===== src/rtl/inst_loader.sv =====
// inst_loader: program loader and instruction store for a small processor.
//   Bytes are streamed in over a valid/ready handshake into a 256 x 8 store.
//   Once the final byte has been taken, the processor is released from reset
//   and fetches instructions combinationally by pc.
// Ports:
//   clk, reset          - single clock, synchronous active-high reset
//   load_start          - begin (re)loading a program (IDLE or RUN only)
//   load_valid/data/last- byte stream; last marks the final byte
//   load_ready          - high while loading; a byte is taken on valid&&ready
//   pc / instruction    - fetch address and zero-latency instruction (FILL
//                         outside the loaded program or when not running)
//   cpu_reset           - hold-reset request to the processor (low only in RUN)
//   state               - IDLE=00, LOAD=01, RUN=10
//   prog_len            - bytes loaded in the current program (0..256)
//   checksum            - XOR of all bytes taken in the current load
module inst_loader #(
  parameter logic [7:0] FILL = 8'h00
) (
  input  logic       clk,
  input  logic       reset,
  input  logic       load_start,
  input  logic       load_valid,
  input  logic [7:0] load_data,
  input  logic       load_last,
  output logic       load_ready,
  input  logic [7:0] pc,
  output logic [7:0] instruction,
  output logic       cpu_reset,
  output logic [1:0] state,
  output logic [8:0] prog_len,
  output logic [7:0] checksum
);

  typedef enum logic [1:0] {
    ST_IDLE = 2'b00,
    ST_LOAD = 2'b01,
    ST_RUN  = 2'b10
  } state_t;

  state_t     state_q, state_d;
  logic [7:0] wr_ptr_q, wr_ptr_d;
  logic [8:0] prog_len_q, prog_len_d;
  logic [7:0] checksum_q, checksum_d;
  logic       mem_we;
  logic       accept;

  // Program store; deliberately never cleared so reset costs no cycles.
  logic [7:0] mem [256];

  assign load_ready = (state_q == ST_LOAD);
  assign accept     = load_valid && load_ready;

  always_comb begin
    state_d    = state_q;
    wr_ptr_d   = wr_ptr_q;
    prog_len_d = prog_len_q;
    checksum_d = checksum_q;
    mem_we     = 1'b0;
    case (state_q)
      ST_IDLE, ST_RUN: begin
        if (load_start) begin
          state_d    = ST_LOAD;
          wr_ptr_d   = '0;
          prog_len_d = '0;
          checksum_d = '0;
        end
      end
      ST_LOAD: begin
        if (accept) begin
          mem_we     = !reset;
          wr_ptr_d   = wr_ptr_q + 8'd1;
          prog_len_d = {1'b0, wr_ptr_q} + 9'd1;
          checksum_d = checksum_q ^ load_data;
          // The store is full after the byte at 255, so it ends the load.
          if (load_last || (wr_ptr_q == 8'hFF)) begin
            state_d = ST_RUN;
          end
        end
      end
      default: state_d = ST_IDLE;
    endcase
  end

  always_ff @(posedge clk) begin
    if (reset) begin
      state_q    <= ST_IDLE;
      wr_ptr_q   <= '0;
      prog_len_q <= '0;
      checksum_q <= '0;
    end else begin
      state_q    <= state_d;
      wr_ptr_q   <= wr_ptr_d;
      prog_len_q <= prog_len_d;
      checksum_q <= checksum_d;
    end
  end

  always_ff @(posedge clk) begin
    if (mem_we) begin
      mem[wr_ptr_q] <= load_data;
    end
  end

  assign state     = state_q;
  assign prog_len  = prog_len_q;
  assign checksum  = checksum_q;
  assign cpu_reset = (state_q != ST_RUN);

  assign instruction = ((state_q == ST_RUN) && ({1'b0, pc} < prog_len_q)) ? mem[pc] : FILL;

endmodule


===== config.mk =====
export PLATFORM = sky130hd
export DESIGN_NAME = inst_loader
export DESIGN_NICKNAME = d
export VERILOG_FILES = /design/src/rtl/inst_loader.sv
export SDC_FILE = /design/constraint.sdc
export NUM_CORES = 2
export LEC_CHECK = 0
export CELL_PAD_IN_SITES_DETAIL_PLACEMENT = 2
export CELL_PAD_IN_SITES_GLOBAL_PLACEMENT = 2
export CORE_MARGIN = 4
export CORE_UTILIZATION = 50
export DETAILED_ROUTE_END_ITERATION = 16
export GPL_TIMING_DRIVEN = 0
export PLACE_DENSITY = 0.84
export SLEW_MARGIN = 15
export SYNTH_ARGS = -nofsm -noshare
export SYNTH_HDL_FRONTEND = slang
export SYNTH_SLANG_ARGS = --single-unit

===== constraint.sdc =====
create_clock -name clk -period 6.8 [get_ports clk]
set_input_delay 2.04 -clock clk [delete_from_list [all_inputs] [get_ports clk]]
set_output_delay 2.04 -clock clk [all_outputs]
set_load 0.01 [all_outputs]

==> results of run 1 <==
-- cell usage after synthesis (all sizes together) (19+ instances only) --
cell,number,area share
a21oi,63,0.0039
mux4,435,0.12
a221o,28,0.0035
nand3,27,0.0017
nand2,97,0.0045
nor3,32,0.0020
edfxtp,2048,0.76
o21ai,66,0.0041
dfxtp,19,0.0047
a211oi,19,0.0018
clkbuf,107,0.0050
buf,131,0.014
mux2i,209,0.026
a22oi,48,0.0045
a221oi,72,0.0079
nor2,314,0.015
-- cell families after synthesis --
kind of cell,after synthesis,synth area share
DFF,2067,0.764
muxes,659,0.149
and+or+nand+nor,537,0.0281
AOI/OAI and AO/OA,405,0.0360
buffers and inverters,256,0.0194
xor gates and xnor gates,14,0.00151
adders and majority gates,11,0.00170
-- per-stage QoR --
stage                     hold WS, ps  setup slack (ps)
after detailed placement          548             -4990
after floorplan                   512               539
after global placement            496             -5340
==> metrics.md, run 1 <==
| Metric | Value |
|---|---|
| Main flop type after synthesis | `edfxtp_1` |
| Fail Step | `clock tree synthesis` |
| # placed instances | `6,190` |
| Syn Area/Cell | `20.5 um^2` |
| Die W | `410 um` |
| Number of synthesized flops with an enable pin | `2,048` |
| CTS H-tree depth | `4` |
| Setup Fix Bufs, Post-CTS | `198` |
| Syn. warnings | `0` |
| Placer's final routability congestion estimate | `1.02` |
| Die Ht | `410 um` |
| Synthesized cell area | `81,000 um^2` |
| Starting Density | `0.504` |
| IO Port Bufs | `48` |
| Row count | `147` |
| Yosys cell types | `69` |
| Flops & latches, synth | `2,067` |
| CTS Buffer Depth | `3` |
| Syn Inst Count | `3,949` |
| Post-synth ARST share | `0` |
| Cell Area, Placed | `85,100 um^2` |
| Clk sinks | `2,067` |
| Number of I/O pins | `50` |
| Mapped Nets | `3,981` |
| Cts bufs inserted | `211` |
| Detail Placement HPWL | `258,000 um` |
| Clk root buf | `clkbuf_16` |
| Seq/Total Area, Yosys | `0.764` |
| Hold buffers post-CTS | `0` |
| Error | `[ERROR DPL-0033] detailed placement checks failed during check placement.` |
| Status | `did not finish` |
| # resized after CTS | `830` |
==> run 2: changes to the inputs <==
==> config.mk (replaced) <==
export PLATFORM = sky130hd
export DESIGN_NAME = inst_loader
export DESIGN_NICKNAME = d
export VERILOG_FILES = /design/src/rtl/inst_loader.sv
export SDC_FILE = /design/constraint.sdc
export NUM_CORES = 2
export LEC_CHECK = 0
export CORE_MARGIN = 4
export CORE_UTILIZATION = 40
export DETAILED_ROUTE_END_ITERATION = 16
export GPL_TIMING_DRIVEN = 0
export PLACE_DENSITY_LB_ADDON = 0.15
export SLEW_MARGIN = 15
export SYNTH_ARGS = -nofsm -noshare
export SYNTH_HDL_FRONTEND = slang
export SYNTH_SLANG_ARGS = --single-unit
==> run 2 against run 1 <==
  * The flow now finishes, with violations (negative setup slack)
  * Area after synthesis is the same
  * Synthesized cell count is the same
==> metrics.md, run 2 <==
| Metric | Value |
|---|---|
| Status | `finished, violations left` |
| Failing checks | `negative setup slack` |
| Slowest CP cell | `nand4_1` |
| P_leak | `31.1 nW` |
| Nets@finish | `4,442` |
| Number of flip-flops in the largest register | `2,048` |
| Post-synth ARST share | `0 (unchanged)` |
| IO Port Bufs | `48 (unchanged)` |
| CTS H-tree depth | `4 (unchanged)` |
| Tmin final | `7770 ps` |
| Cell area power density | `288 nW/um^2` |
| Main flop type after synthesis | `edfxtp_1` |
| Register area | `61,900 um^2` |
| Largest stage delay on the critical path | `650 ps` |
| Mapped Nets | `3,981 (unchanged)` |
| CP Class | `in -> out` |
| Final ANT Viol Nets | `0` |
| Crit path top cell by count | `buf_16` |
| Layout overhead on the synthesized area | `20.3%` |
| Clk network pwr share | `0.422` |
| Slew HR | `0.135` |
| Worst path cell trace | `buf_8 > buf_12 > buf_16 > buf_16 > buf_12 > buf_16 > mux4_2 > a211oi_4 > a31oi_4 > nand4_1 > nand4_1 > buf_2` |
| Syn Inst Count | `3,949 (unchanged)` |
| Tot GR Track Use | `0.328` |
| Vias in the first global route | `44,800` |
| Flops & latches, synth | `2,067 (unchanged)` |
| CTS Buffer Depth | `3 (unchanged)` |
| Placer's final routability congestion estimate | `0.988 (-2.7%)` |
| Final Hold Fails | `0` |
| Clk_lat worst skew | `880 ps` |
| Cell internal pwr | `21.4 mW` |
| Top reg by flops | `mem` |
| Top-count cell post-synth | `edfxtp_1` |
| RSZ-0062 raised after global routing | `true` |
| Row count | `164 (+12%)` |
| Remaining DRCs | `0` |
| Peak VDD IR | `0.264 mV` |
| NetSw | `6.59 mW` |
| Initial antenna violation count | `26` |
| Synth top area share | `0.760 (unchanged)` |
| Initial drt markers | `9,249` |
| Routed len/inst | `47.9 um` |
| Largest area contributor in the netlist | `edfxtp_1` |
| Filler cells | `16,500` |
| Die Area | `210,000 um^2` |
| Cell Area, Placed | `85,800 um^2 (+0.80%)` |
| Combinational Power Share | `0.079` |
| CTS tree | `done` |
| HP Class | `reg -> reg` |
| Critical path required time | `4760 ps` |
| Synthesized cell area | `81,000 um^2 (unchanged)` |
| Layout cells sized above 1 | `0.285` |
| Final worst-path cycle share | `1.14` |
| Number of synthesized flops with an enable pin | `2,048 (unchanged)` |
| Core Area | `200,000 um^2` |
| Starting Density | `0.404 (-0.0998)` |
| Detail Placement HPWL | `221,000 um (-14%)` |
| Hold slack | `523 ps` |
| Cts bufs inserted | `215 (+1.9%)` |
| Worst Max-Slew Pin Slew | `1290 ps` |
| Design area | `97,400 um^2` |
| Final wirelength | `348,000 um` |
| DR vias/cell | `6.64` |
| Commonest cells after routing, fill and taps aside | `edfxtp_1 (2,048), mux4_2 (435), nor2_1 (303)` |
| Grt ovf | `0` |
| Slew Limit Fails | `0` |
| Number of I/O pins | `50 (unchanged)` |
| Max Fclk | `129 MHz` |
| Synth cell count leaders | `edfxtp_1 (2,048), mux4_2 (435), nor2_1 (314)` |
| Clk root buf | `clkbuf_16` |
| DRT Pass-1 Iters | `6` |
| Multi-input gate area | `18,400 um^2` |
| Clk_skew | `41.1 ps` |
| Fin Setup TNS | `-5640 ps` |
| Power, Total | `28.0 mW` |
| Yosys cell types | `69 (unchanged)` |
| Final setup violation count | `8` |
| Crit-path max FO | `10` |
| Seq/Total Area, Yosys | `0.764 (unchanged)` |
| Worst setup SP type | `primary input` |
| Worst-path clk slew | `60 ps` |
| Crit path capture type | `output pin` |
| Clk sinks | `2,067 (unchanged)` |
| First-pass GRT wire length | `446,000 um` |
| Worst Path Buf+Inv | `7` |
| CP top delay family | `buffers and inverters` |
| Die Ht | `458 um (+12%)` |
| Synth top area cells | `edfxtp_1 (76%), mux4_2 (12%), mux2i_1 (2.6%), nor2_1 (1.5%), a221oi_1 (0.77%)` |
| Worst Path Arrival | `5730 ps` |
| Via Count | `48,200` |
| Most common cell after layout, fill and taps aside | `edfxtp_1` |
| Switching portion of total power | `0.235` |
| Worst Setup Slack, final | `-971 ps` |
| Syn. warnings | `0 (unchanged)` |
| Syn Area/Cell | `20.5 um^2 (unchanged)` |
| Max Cap Viol | `0` |
| Flop pwr share | `0.500` |
| Die W | `458 um (+12%)` |
| Largest net degree at the start of global routing | `126` |
## run 2: cell counts after synthesis
No cell type changed its count.
## run 2: through the flow
step,setup WS [ps],utilization,instances
final,-971,0.486,7254
after global routing,-714,0.485,7244
after CTS,-834,0.482,7193
after detailed placement,-5190,0.428,6687
after global placement,-5510,0.423,6653
after floorplan,539,-,3949
## run 2: what timing repair did
item / in CTS / in global routing
hold buffers: 0 / 0
resized for setup: 681 / 69
pin swaps: 26 / 20
setup buffers: 119 / 43
gates cloned: 1 / 0
setup endpoints to repair: 8 / 8
## run 2: power groups by stage
stage | logic, mW | registers, mW | clock network [mW]
global route | 2.17 | 14.0 | 12.3
detailed placement | 1.79 | 14.3 | 0
global placement | 1.73 | 14.4 | 0
floorplan | 0.679 | 14.3 | 0
CTS | 2.07 | 14.0 | 11.8
finish | 2.20 | 14.0 | 11.8
## run 2: cells by family after synthesis
family | after synthesis | share of synthesized area
adder cells (fa/ha/maj) | 11 | 0.00170
multiplexers | 659 | 0.149
buffers and inverters | 256 | 0.0194
flip-flops | 2067 | 0.764
XOR/XNOR | 14 | 0.00151
AO/OA/AOI/OAI | 405 | 0.0360
AND/OR/NAND/NOR | 537 | 0.0281
## run 2: routing by layer
layer	up-vias	track usage	share of wire	routed length (um)
met5	-	0.00941	0.00052	182
met4	8	0.206	0.076	26500
met3	914	0.116	0.13	46800
met2	4021	0.469	0.43	149000
met1	25800	0.425	0.36	125000
li1	17400	-	-	-
## run 2: worst paths after layout
kind / from / to / slack (ps) / cells after the start
max: pc[1] / instruction[1] / -970 / 12
min: checksum[7] / checksum[7] / 520 / 2
max reg2reg: wr_ptr_q[5] / mem[199][0] / 2600 / 4
min reg2reg: checksum[7] / checksum[7] / 520 / 2
## run 2: area by class of cell
| type | instances | area share |
|---|---|---|
| tap | 2656 | 0.0341 |
| inverter | 18 | 0.000835 |
| buffer | 237 | 0.0382 |
| clock buffer | 256 | 0.0582 |
| timing repair buffer | 245 | 0.0308 |
| sequential | 2067 | 0.636 |
| multi-input combinational | 1626 | 0.189 |
| clock inverter | 131 | 0.0125 |
| antenna | 18 | 0.000463 |
## run 2: worst reg2reg max path: stages, from the launching register on
cell      delay, ps
dfxtp_1         580
nor2_1         1030
nand3_1         850
clkbuf_1        450
nor2_1          880
No activity file was read; power rests on OpenSTA's default activity.
